File: config.mk
export PLATFORM = sky130hd
export DESIGN_NAME = and_reduce_sequencer_flat
export DESIGN_NICKNAME = d
export VERILOG_FILES = /design/src/rtl/and_reduce_sequencer_if.sv /design/src/rtl/and_reduce_sequencer.sv /design/src/flat_wrapper.sv
export SDC_FILE = /design/constraint.sdc
export NUM_CORES = 1
export LEC_CHECK = 0
export CELL_PAD_IN_SITES_DETAIL_PLACEMENT = 1
export CELL_PAD_IN_SITES_GLOBAL_PLACEMENT = 1
export CORE_ASPECT_RATIO = 0.75
export CORE_MARGIN = 5
export CORE_UTILIZATION = 32
export CTS_CLUSTER_DIAMETER = 80
export DETAILED_ROUTE_END_ITERATION = 8
export PLACE_DENSITY_LB_ADDON = 0.08
export SETUP_SLACK_MARGIN = 0.5
export SYNTH_ARGS = -nofsm -noshare
export SYNTH_HDL_FRONTEND = slang
export SYNTH_HIERARCHICAL = 1
export SYNTH_SLANG_ARGS = --single-unit
File: constraint.sdc
create_clock -name clk -period 1.4 [get_ports clk]
set_clock_uncertainty 0.15 [all_clocks]
set_input_delay 0.35 -clock clk [delete_from_list [all_inputs] [get_ports clk]]
set_output_delay 0.35 -clock clk [all_outputs]
set_load 0.02 [all_outputs]
File: src/rtl/and_reduce_sequencer_if.sv
// Start/busy/done handshake bundle for and_reduce_sequencer.
// The master drives the request; the slave (the sequencer) reports progress and results.
interface and_reduce_sequencer_if #(
  parameter int N     = 3,
  parameter int CNT_W = 4
);
  logic             start;
  logic [N-1:0]     din;
  logic             busy;
  logic             done;
  logic             result;
  logic [CNT_W-1:0] ops;

  modport master (
    output start, din,
    input  busy, done, result, ops
  );

  modport slave (
    input  start, din,
    output busy, done, result, ops
  );
endinterface

File: src/rtl/and_reduce_sequencer.sv
// AND-reduction of an N-bit word using one shared 2-input and_gate,
// consuming one operand bit per clock under a small IDLE/RUN/DONE FSM.
module and_gate (
  output logic out,
  input  logic a,
  input  logic b
);
  assign out = a & b;
endmodule

module and_reduce_sequencer #(
  parameter int N          = 3,
  parameter int EARLY_EXIT = 0,
  parameter int CNT_W      = 4
) (
  input  logic                  clk,
  input  logic                  rst,
  and_reduce_sequencer_if.slave bus
);
  typedef enum logic [1:0] {
    IDLE = 2'd0,
    RUN  = 2'd1,
    DONE = 2'd2
  } state_t;

  state_t           state_q, state_d;
  logic [N-1:0]     opreg_q, opreg_d;
  logic             acc_q, acc_d;
  logic [CNT_W-1:0] idx_q, idx_d;
  logic [CNT_W-1:0] ops_q, ops_d;
  logic             gate_b;
  logic             gate_out;

  // Mux by comparison so idx never indexes past opreg (idx can sit at 1 when N==1).
  always_comb begin
    gate_b = 1'b0;
    for (int i = 0; i < N; i++) begin
      if (idx_q == CNT_W'(i)) begin
        gate_b = opreg_q[i];
      end
    end
  end

  and_gate u_and_gate (
    .out (gate_out),
    .a   (acc_q),
    .b   (gate_b)
  );

  always_comb begin
    state_d = state_q;
    opreg_d = opreg_q;
    acc_d   = acc_q;
    idx_d   = idx_q;
    ops_d   = ops_q;
    case (state_q)
      IDLE, DONE: begin
        if (bus.start) begin
          opreg_d = bus.din;
          acc_d   = bus.din[0];
          idx_d   = CNT_W'(1);
          ops_d   = '0;
          if ((N == 1) || ((EARLY_EXIT != 0) && !bus.din[0])) begin
            state_d = DONE;
          end else begin
            state_d = RUN;
          end
        end else if (state_q == DONE) begin
          state_d = IDLE;
        end
      end
      RUN: begin
        acc_d = gate_out;
        idx_d = idx_q + CNT_W'(1);
        ops_d = ops_q + CNT_W'(1);
        if (idx_q == CNT_W'(N - 1)) begin
          state_d = DONE;
        end else if ((EARLY_EXIT != 0) && !gate_out) begin
          state_d = DONE;
        end
      end
      default: state_d = IDLE;
    endcase
  end

  always_ff @(posedge clk) begin
    if (rst) begin
      state_q <= IDLE;
      opreg_q <= '0;
      acc_q   <= 1'b0;
      idx_q   <= '0;
      ops_q   <= '0;
    end else begin
      state_q <= state_d;
      opreg_q <= opreg_d;
      acc_q   <= acc_d;
      idx_q   <= idx_d;
      ops_q   <= ops_d;
    end
  end

  assign bus.busy   = (state_q == RUN);
  assign bus.done   = (state_q == DONE);
  assign bus.result = acc_q;
  assign bus.ops    = ops_q;
endmodule

File: src/flat_wrapper.sv
// flat-port wrapper written by rule: the top's interface ports become plain ports
module and_reduce_sequencer_flat 
#(
  parameter int N          = 3,
  parameter int EARLY_EXIT = 0,
  parameter int CNT_W      = 4
)
  (clk, rst, bus_start, bus_din, bus_busy, bus_done, bus_result, bus_ops);
  and_reduce_sequencer_if #(.N(N), .CNT_W(CNT_W)) bus_i ();
  input  logic clk;
  input  logic rst;
  input wire logic [$bits(bus_i.start)-1:0] bus_start;
  input wire logic [$bits(bus_i.din)-1:0] bus_din;
  output wire logic [$bits(bus_i.busy)-1:0] bus_busy;
  output wire logic [$bits(bus_i.done)-1:0] bus_done;
  output wire logic [$bits(bus_i.result)-1:0] bus_result;
  output wire logic [$bits(bus_i.ops)-1:0] bus_ops;
  assign bus_i.start = bus_start;
  assign bus_i.din = bus_din;
  assign bus_busy = bus_i.busy;
  assign bus_done = bus_i.done;
  assign bus_result = bus_i.result;
  assign bus_ops = bus_i.ops;
  and_reduce_sequencer #(.N(N), .EARLY_EXIT(EARLY_EXIT), .CNT_W(CNT_W)) u_core (.clk(clk), .rst(rst), .bus(bus_i));
endmodule
==> results of run 1 <==
==> per-layer routing <==
metal	track usage, %	wire length (um)
met1	20.32	1195
met4	4.152	17
met2	33.45	1401
met5	0	0
met3	5.455	77
==> registers in the layout, indices dropped and copies added (netlist names) <==
signal	cells
u_core/idx_q	4
u_core/bus.ops	4
u_core/bus.result	1
u_core/opreg_q	3
u_core/state_q	2
==> cell usage after synthesis <==
| cell type | n |
|---|---|
| or3b_1 | 1 |
| inv_1 | 3 |
| a211oi_1 | 1 |
| a21oi_1 | 11 |
| o21ai_0 | 1 |
| and2b_2 | 1 |
| clkbuf_2 | 1 |
| buf_2 | 1 |
| or2_1 | 2 |
| nand2b_4 | 1 |
| nand3_1 | 6 |
| and2_1 | 1 |
| clkbuf_1 | 2 |
| nand2_1 | 9 |
| nand2b_1 | 2 |
| nor2_1 | 4 |
| nand4_1 | 2 |
| nor3b_1 | 2 |
| ha_1 | 5 |
| a31oi_1 | 1 |
| nand3b_1 | 3 |
| mux2_1 | 2 |
| nor3_1 | 2 |
| nor2b_1 | 1 |
| dfxtp_1 | 14 |
| clkinv_4 | 1 |
==> worst max-delay path, stage by stage (launching register included) <==
cell and delay, ns:
dfxtp_4 0.38, and2b_2 0.22, buf_6 0.13
==> how the worst max path moves through the flow <==
stage                            startpoint                 to  slack, ns  depth (start not counted)
after floorplan             u_core/idx_q[0]  u_core/state_q[0]       0.11                          5
after global placement            bus_start    u_core/idx_q[0]      -0.35                          5
after detailed placement          bus_start    u_core/idx_q[0]      -0.38                          5
after CTS                 u_core/state_q[0]           bus_done      -0.13                          2
after global routing      u_core/state_q[0]           bus_done      -0.16                          2
final                     u_core/state_q[0]           bus_done      -0.13                          2
==> what timing repair did <==
item	CTS	global route
cloned	1	0
endpoints found under the setup margin	21	21
setup buffers	6	4
resized for setup	74	21
pin swaps	10	14
==> stage by stage <==
stage	hold slack [ns]	setup slack [ns]	cell area, um2
finish	0.3261	-0.1295	1287
global route	0.3539	-0.1577	1287
CTS	0.3072	-0.1290	1179
detailed placement	0.2940	-0.3798	967.2
global placement	0.2948	-0.3463	967.2
floorplan	0.2805	0.1062	762.0
==> logic make-up after synthesis <==
family | Yosys count | synth area share (%)
DFF | 14 | 40.95
adders and majority gates | 5 | 9.141
buffers and inverters | 8 | 5.484
muxes | 2 | 3.290
AOI/OAI and AO/OA | 14 | 10.79
and+or+nand+nor | 37 | 30.35
==> where the power goes <==
| part | switching, W | internal (W) |
|---|---|---|
| clock | 0.000149 | 0.000111 |
| sequential | 0.0000237 | 0.000416 |
| combinational | 0.000148 | 0.000159 |
==> final cells by class <==
type,instances,share of cell area (%)
multi-input cells,59,43.44
repair buffers,34,26.63
flip-flops and latches,14,23.62
well taps,24,2.332
clock buffers,4,2.041
inverters,4,1.944
==> impl_metrics.json, run 1 <==
{
  "status": "complete, but fails checks",
  "violations": "setup timing",
  "postSynthNetCount": 91,
  "rows": 14,
  "hold_start": "u_core/opreg_q[2]",
  "clock_latency_ns": 0.30,
  "dpl.hpwl_mm": 1.497,
  "wl_mm": 2.691,
  "final_cell_mix": "18 x buf_6, 10 x buf_4, 8 x a21oi_2",
  "grt_usage_pct": 18.16,
  "cts_root_buffer": "clkbuf_4",
  "netlist_top_cells_area": "dfxtp_1 41%, ha_1 9.1%, a21oi_1 8.0%",
  "required_ns": 0.90,
  "power-per-cell-area_nw_per_um2": 782.5,
  "rrSetupSlack_ns": -0.06,
  "peakVddDrop_mv": 0.6721,
  "start_kind": "flop",
  "grt_pass1_vias": 814,
  "avgRoutedWirePerCell_um": 19.36,
  "cts_tree": "yes",
  "r2r-start": "u_core/idx_q[0]",
  "r2r_end": "u_core/state_q[0]",
  "ys_ff_latch": 14,
  "initialDrtViolationCount": 32,
  "fin_util_pct": 63.91,
  "finalMaxSlewViolations": 0,
  "via_count": 742,
  "grt_max_degree": 10,
  "antenna_found_initial": 0,
  "ant_nets": 0,
  "area_growth_pct": 88.12,
  "synth_top_area_share_pct": 40.95,
  "cap_violations": 0,
  "die_x_um": 63.40,
  "synthDistinctLibCells": 26,
  "leakage_nw": 0.5137,
  "grt_overflow": 0,
  "vias_per_cell": 5.338,
  "dp_cells": 124,
  "setup_tns_ns": -0.3357,
  "crit_type": "reg2out",
  "synth-seq-area-share_pct": 40.95,
  "antenna_cells": 0,
  "relSlewSlack_pct": 82.19,
  "initial_core_util_pct": 33.98,
  "drive_gt1_share_pct": 67.83,
  "placeableCoreArea_um2": 2014,
  "fmax_mhz": 653.8,
  "synthCells": 80,
  "hold_depth": 2,
  "tightest_slew_ns": 0.2643,
  "clkSinkCount": 14,
  "grt_pass1_wl_mm": 4.326,
  "fin_crit_ns": 1.529,
  "hp-class": "reg2reg",
  "rsz0062_at_grt": "yes",
  "ys_warn_count": 6,
  "numCtsBuffers": 3,
  "syn_area_per_cell_um2": 8.555,
  "final_common_cell": "buf_6",
  "dr.pass1.iters": 4,
  "regArea_um2": 304.0,
  "drc": 0,
  "holdBufCountCts": 0,
  "dieHeight_um": 50.05,
  "nFillCells": 217,
  "endpoint_kind": "output port",
  "cts.path.max_buffers": 2,
  "io_buffers": 12,
  "setup_ws_ns": -0.1295,
  "syn_area_um2": 684.4,
  "gp_congestion": 0.7189,
  "clk_pin_slew_ns": 0.09,
  "reg2reg_depth": 5,
  "pin_count": 13,
  "synth_top_cell_by_area": "dfxtp_1",
  "finalSetupViolCount": 6,
  "multi_input_area_um2": 559.3,
  "worst_ep_arrival_time_ns": 1.03,
  "die-area_um2": 3173,
  "fin_crit_sh_pct": 109.2,
  "hold_end": "u_core/opreg_q[2]",
  "worstPathMaxFanout": 4,
  "htree_levels": 1,
  "fin_nets": 127,
  "final_hold_viol_count": 0,
  "power_w": 0.001007,
  "finalNonFillerCells": 139
}
(Power assumes the default switching activity.)
==> run 2, diff against run 1 <==
- CORE_UTILIZATION: 32 -> 35
- CTS_BUF_LIST: default -> sky130_fd_sc_hd__clkbuf_4 sky130_fd_sc_hd__clkbuf_8
==> run 2 against run 1 <==
Total power decreased by 5.0%. Combinational power decreased by 13%. Non-clock buffer count decreased by 4. Setup slack got worse by 0.0057 ns. Critical endpoint unchanged. The flow still finishes with violations (setup timing). Highest routed layer unchanged.
==> impl_metrics.json, run 2 (synthesis results as in run 1) <==
{
  "status": "complete, but fails checks",
  "violations": "setup timing",
  "cpPeakStageDelay_ns": 0.39,
  "regArea_um2": 304.0,
  "wl_mm": 2.430,
  "initialDrtViolationCount": 29,
  "start_kind": "flop",
  "grt_util_met1_pct": 24.21,
  "peakVddDrop_mv": 0.6607,
  "rows": 13,
  "avgRoutedWirePerCell_um": 18.27,
  "dieHeight_um": 48.30,
  "endpoint_kind": "output port",
  "holdBufCountCts": 0,
  "top_usage_layer": "met2",
  "die_x_um": 61.06,
  "path_cells": "and2b_2, buf_6",
  "rsz0062_at_grt": "yes",
  "final_common_cell": "buf_6",
  "required_ns": 0.90,
  "grtUsageMet3_pct": 6.349,
  "numCtsBuffers": 3,
  "io_buffers": 12,
  "tightest_slew_ns": 0.3533,
  "critPathSlowestCell": "dfxtp_4",
  "relSlewSlack_pct": 76.44,
  "leakage_nw": 0.4716,
  "power-per-cell-area_nw_per_um2": 796.5,
  "final_cell_mix": "14 x buf_6, 11 x buf_4, 7 x a21oi_2",
  "fin_area_um2": 1201,
  "clkSinkCount": 14,
  "initial_core_util_pct": 38.25,
  "crit_type": "reg2out",
  "worstPathMaxFanout": 4,
  "htree_levels": 1,
  "vias_per_cell": 5.391,
  "grt_pass1_vias": 754,
  "ant_nets": 0,
  "finalMaxSlewViolations": 0,
  "setup_ws_ns": -0.1352,
  "finalSetupViolCount": 11,
  "die-area_um2": 2949,
  "area_growth_pct": 75.50,
  "power_w": 0.0009567,
  "grt_max_degree": 10,
  "drc": 0,
  "cts_root_buffer": "clkbuf_4",
  "final_hold_viol_count": 0,
  "antenna_cells": 0,
  "pin_count": 13,
  "grt_pass1_wl_mm": 3.788,
  "via_count": 717,
  "met2_usage_pct": 31.22,
  "multi_input_area_um2": 530.5,
  "cts.path.max_buffers": 2,
  "grt_overflow": 0,
  "gp_congestion": 0.6964,
  "setup_tns_ns": -0.6513,
  "fin_nets": 123,
  "fin_crit_sh_pct": 109.7,
  "dpl.hpwl_mm": 1.451,
  "fmax_mhz": 651.4,
  "antenna_found_initial": 0,
  "clock_latency_ns": 0.29,
  "placeableCoreArea_um2": 1789,
  "grt_usage_pct": 19.20,
  "cts_tree": "yes",
  "placed_area_um2": 964.7,
  "hp-class": "reg2reg",
  "worst_ep_arrival_time_ns": 1.04,
  "drive_gt1_share_pct": 63.96,
  "cap_violations": 0,
  "fin_crit_ns": 1.535,
  "clk_pin_slew_ns": 0.09,
  "rrSetupSlack_ns": -0.13,
  "dr.pass1.iters": 4,
  "nFillCells": 194
}
-- run 2: cell types whose count changed in the layout (fill, tap and decap cells not counted), sizes merged --
cell	before	now
clkinv	1	2
clkdlybuf4s15	1	0
clkdlybuf4s50	4	3
clkbuf	4	3
buf	29	25
dlygate4sd2	0	2
-- run 2: final cells by class --
class | count | share of cell area (%)
Multi-Input combinational cell | 59 | 44.17
Sequential cell | 14 | 25.31
Timing Repair Buffer | 30 | 23.96
Tap cell | 22 | 2.292
Inverter | 4 | 2.083
Clock buffer | 3 | 1.875
Clock inverter | 1 | 0.3125
-- run 2: repair_timing --
action / 4_1_cts / 5_1_grt
endpoints found under the hold margin: 0 / 0
cloned: 1 / 0
pin swaps: 13 / 9
gates resized for setup: 72 / 10
setup buffers: 5 / 1
setup endpoints to repair: 21 / 21
-- run 2: critical path, delay by kind of cell, from the launching register on --
family	cells	cell delay [ns]
flip-flops	1	0.39
buffers and inverters	1	0.13
AND/OR/NAND/NOR	1	0.23
-- run 2: metrics by stage --
step,worst slack (ns),util [%],std cells,hold WS (ns)
after CTS,-0.1426,64.55,132,0.3227
final,-0.1352,67.13,133,0.3216
after global placement,-0.3403,53.92,122,0.2923
after floorplan,0.1062,-,80,0.2805
after detailed placement,-0.4355,53.92,122,0.3084
after global routing,-0.1805,67.13,133,0.3416
-- run 2: power breakdown --
part           leakage [nW]  internal (W)  switching [W]  total, W
Sequential            0.120      0.000416      0.0000238  0.000440
Combinational         0.337      0.000134       0.000132  0.000267
Clock                0.0154      0.000104       0.000146  0.000250
Total                 0.472      0.000654       0.000303  0.000957
-- run 2: path summary, 6_finish.rpt --
path | from | endpoint | depth (start not counted)
max | u_core/state_q[0] | bus_done | 2
min | u_core/opreg_q[2] | u_core/opreg_q[2] | 2
max reg2reg | u_core/state_q[0] | u_core/state_q[0] | 8
min reg2reg | u_core/opreg_q[2] | u_core/opreg_q[2] | 2
-- run 2: routing by layer --
metal	part of all wire, %	up-vias
met1	46	357
met5	0	-
met4	1.2	0
li1	-	339
met3	3.2	6
met2	49	15
==> run 3, diff against run 2 <==
- GPL_TIMING_DRIVEN: default -> 0
==> run 3 against run 2 <==
The run still ends with setup timing left. Final area rose by 10%. Fmax fell by 0.86%. Global-route usage grew 1.3 points. Register-to-register slack hardly changed. Setup slack worse by 0.013 ns. Sequential power about the same. Count of clock-buffer cells in the layout is 1 higher. Via count grew 8.6%. Largest power group unchanged.
==> impl_metrics.json, run 3 (synthesis results as in run 1) <==
{
  "status": "complete, but fails checks",
  "violations": "setup timing",
  "gp_congestion": 0.6361,
  "io_buffers": 11,
  "holdBufCountCts": 0,
  "grt_pass1_wl_mm": 4.112,
  "final_hold_viol_count": 0,
  "worst_ep_arrival_time_ns": 1.05,
  "numCtsBuffers": 3,
  "finalMaxSlewViolations": 0,
  "hp-class": "in2reg",
  "top_usage_layer": "met2",
  "cap_violations": 0,
  "endpoint_kind": "output port",
  "finalSetupViolCount": 8,
  "wl_mm": 3.236,
  "peakVddDrop_mv": 0.6202,
  "critical_path.startpoint": "u_core/state_q[0]",
  "dr.pass1.iters": 4,
  "die-area_um2": 2949,
  "tightest_slew_ns": 0.2603,
  "r2r-start": "u_core/idx_q[1]",
  "leakage_nw": 0.5255,
  "rows": 13,
  "crit_type": "reg2out",
  "rsz0062_at_grt": "yes",
  "initial_core_util_pct": 38.25,
  "timing.hold.ws_ns": 0.1865,
  "antenna_cells": 0,
  "grtUsageMet3_pct": 5.026,
  "fin_nets": 130,
  "antenna_found_initial": 0,
  "clkSinkCount": 14,
  "via_count": 779,
  "met2_usage_pct": 36.92,
  "die_x_um": 61.06,
  "dpl.hpwl_mm": 1.348,
  "finalNonFillerCells": 140,
  "grt_util_met1_pct": 24.76,
  "cts_tree": "yes",
  "grt_usage_pct": 20.47,
  "area_growth_pct": 93.42,
  "dp_cells": 113,
  "hold_start": "rst",
  "drive_gt1_share_pct": 67.80,
  "start_kind": "flop",
  "fin_crit_ns": 1.549,
  "grt_overflow": 0,
  "post-place-ws_ns": -0.4739,
  "pin_count": 13,
  "dieHeight_um": 48.30,
  "fin_util_pct": 73.99,
  "avgRoutedWirePerCell_um": 23.11,
  "required_ns": 0.90,
  "grt_max_degree": 11,
  "setup_ws_ns": -0.1485,
  "setup_tns_ns": -0.4561,
  "cts.path.max_buffers": 2,
  "final_common_cell": "buf_6",
  "cts_root_buffer": "clkbuf_4",
  "fin_crit_sh_pct": 110.6,
  "clk_pin_slew_ns": 0.09,
  "ant_nets": 0,
  "power-per-cell-area_nw_per_um2": 820.6,
  "htree_levels": 1,
  "initialDrtViolationCount": 36,
  "placeableCoreArea_um2": 1789,
  "clock_latency_ns": 0.30,
  "grt_pass1_vias": 816,
  "drc": 0,
  "fmax_mhz": 645.8,
  "vias_per_cell": 5.564,
  "worstPathMaxFanout": 4,
  "relSlewSlack_pct": 82.64,
  "final_cell_mix": "23 x buf_6, 9 x a21oi_2, 9 x buf_4"
}
==> run 3: cell types whose count changed in the layout (fill, tap and decap cells not counted), sizes merged <==
cell         delta
buf             +7
clkbuf          +3
clkinv          -1
dlygate4sd2     -1
nand2b          -1
==> run 3: cell type report <==
class	count	area [um2]
clock buffer	4	36.28
tap	22	27.53
inverter	4	25.02
timing repair buffer	34	342.8
multi-input combinational	58	544.3
buffer	4	41.29
sequential	14	306.5
fill	174	465.4
==> run 3: worst max-delay path, cell delays in order (launching register included) <==
cell and delay [ns]:
dfxtp_4 0.39, and2b_2 0.23, buf_6 0.13
==> run 3: timing repair <==
action / 4_1_cts / 5_1_grt
pin swaps: 9 / 11
resized for setup: 69 / 27
cloned: 1 / 0
buffers inserted: 13 / 9
endpoints found under the setup margin: 21 / 21
==> run 3: where the power goes <==
group	internal, W	switching [W]
Clock	0.000159	0.000153
Sequential	0.000414	0.0000277
Combinational	0.000173	0.000159
Total	0.000747	0.000340
==> run 3: path summary, 6_finish.rpt <==
kind | end | cells after the start | slack (ns)
max reg2reg | u_core/bus.result | 7 | -0.12
min | u_core/state_q[1] | 2 | 0.19
max | bus_done | 2 | -0.15
min reg2reg | u_core/opreg_q[2] | 2 | 0.35
==> run 3: through the flow <==
step / instance area (um2) / power (W)
after floorplan: 762.0 / 0.0005426
after global placement: 899.6 / 0.0005959
after detailed placement: 899.6 / 0.0006012
after CTS: 1150 / 0.0009970
after global routing: 1324 / 0.001135
final: 1324 / 0.001086
==> run 3: metal layers <==
layer	share of wire, %	up-vias
met3	3.6	9
met2	52	23
met1	43	395
met4	2.0	0
met5	0	-
li1	-	352
==> patch (config.mk and constraints of run 3) <==
The 3 states of `state_t` get a one-hot encoding in 3 bits.
--- a/src/rtl/and_reduce_sequencer.sv
+++ b/src/rtl/and_reduce_sequencer.sv
@@ -19,6 +19,6 @@
 );
-  typedef enum logic [1:0] {
-    IDLE = 2'd0,
-    RUN  = 2'd1,
-    DONE = 2'd2
+  typedef enum logic [2:0] {
+    IDLE = 3'b001,
+    RUN  = 3'b010,
+    DONE = 3'b100
   } state_t;
Formal check against the unedited RTL: same outputs for any inputs over 10 cycles, from zero or initial values and one cycle with rst high; not proved beyond that.
==> patch against run 3 <==
The flow still finishes with violations (setup timing); area after synthesis grew 9.3%; die area is 7.6% higher; cell area is 6.4% higher; sequential share of layout area grew 0.11 points; routed wire length increased by 15%; combinational power is 24% lower; synthesized cell count rose by 1.3%; worst hold slack gained 0.15 ns; sequential cell count rose by 1; worst setup slack lost 0.22 ns; power fell by 7.4%; critical path type unchanged; largest cell class unchanged; largest power group unchanged; highest routed layer unchanged.
==> patch: results (changes against run 3) <==
Parameter                              Value

Status
  Result of the run    finished, violations left (unchanged)
  Failing checks    setup timing (unchanged)

Finish
  Multi-input combinational cell count    59 (was 58)
  Clock buf/inv share    2.13% (was 2.74%)
  Share of cells above drive strength 1    68.3% (was 67.8%)
  Number of nets in the finished design    132 (was 130)
  Fraction of cell area in non-clock buffers    27.1% (was 29.0%)
  Area used by sequential logic in the layout    328 um^2 (was 307 um^2)

Critical path
  Data arrival at the endpoint of the critical path    1.27 ns (was 1.05 ns)
  Critical R2R Launch    u_core/state_q[0] (was u_core/idx_q[1])
  Worst Setup SP    u_core/state_q[2] (was u_core/state_q[0])
  Register-to-register path setup slack    -0.32 ns (was -0.12 ns)
  Crit Reg-Reg Endpoint    u_core/bus.ops[2] (was u_core/bus.result)

Routing
  Iteration-0 DRC Markers    41 (was 36)
  Total vias in the final route    863 (was 779)

Clock network
  Clock Sink Count    15 (was 14)

Hold path
  Tightest Hold Check Type    flop to flop (was input port to flop)
  Beginning of the worst hold path    u_core/opreg_q[0] (was rst)

Timing
  Final-layout worst hold slack    0.340 ns (was 0.187 ns)
  Final critical-path setup slack    -0.370 ns (was -0.149 ns)
  Number of setup violations in the final report    17 (was 8)

Global routing
  Via count of the first global-routing pass    897 (was 816)
  Global routing met1 resource utilization    24.2% (was 24.8%)
  Met3 track utilization from global routing    5.45% (was 5.03%)
  Total routing usage reported by global routing    20.5% (about the same)

Power and ir drop
  Maximum vdd drop    0.702 mV (was 0.620 mV)
  Static Leak    0.531 nW (was 0.525 nW)

Logic synthesis
  Distinct cells, synth    33 (was 26)
  Number of nets in the synthesized netlist    92 (was 91)

Placement
  Final GP Congestion    0.682 (was 0.636)
  IO Port Bufs    12 (was 11)
==> patch: through the flow <==
stage / TNS, ns / std cells / setup WS [ns] / instance area, um^2 / utilization (%)
global placement: -6.92 / 117 / -0.655 / 922 / 45.8
global route: -4.58 / 144 / -0.396 / 1410 / 69.9
floorplan: -0.314 / 81 / -0.159 / 772 / -
CTS: -2.49 / 141 / -0.343 / 1290 / 64.3
finish: -3.79 / 144 / -0.370 / 1410 / 69.9
detailed placement: -7.10 / 117 / -0.675 / 922 / 45.8
==> patch: worst max-delay path, stage by stage (launching register included) <==
cell,delay (ns)
sky130_fd_sc_hd__dfxtp_4,0.36
sky130_fd_sc_hd__or3b_4,0.42
sky130_fd_sc_hd__clkinv_4,0.07
sky130_fd_sc_hd__buf_6,0.11
==> patch: logic make-up after synthesis <==
logic type,Yosys count
flip-flops,15
buffers and inverters,7
XOR/XNOR,4
AO/OA/AOI/OAI,24
adder cells (fa/ha/maj),5
AND/OR/NAND/NOR,26
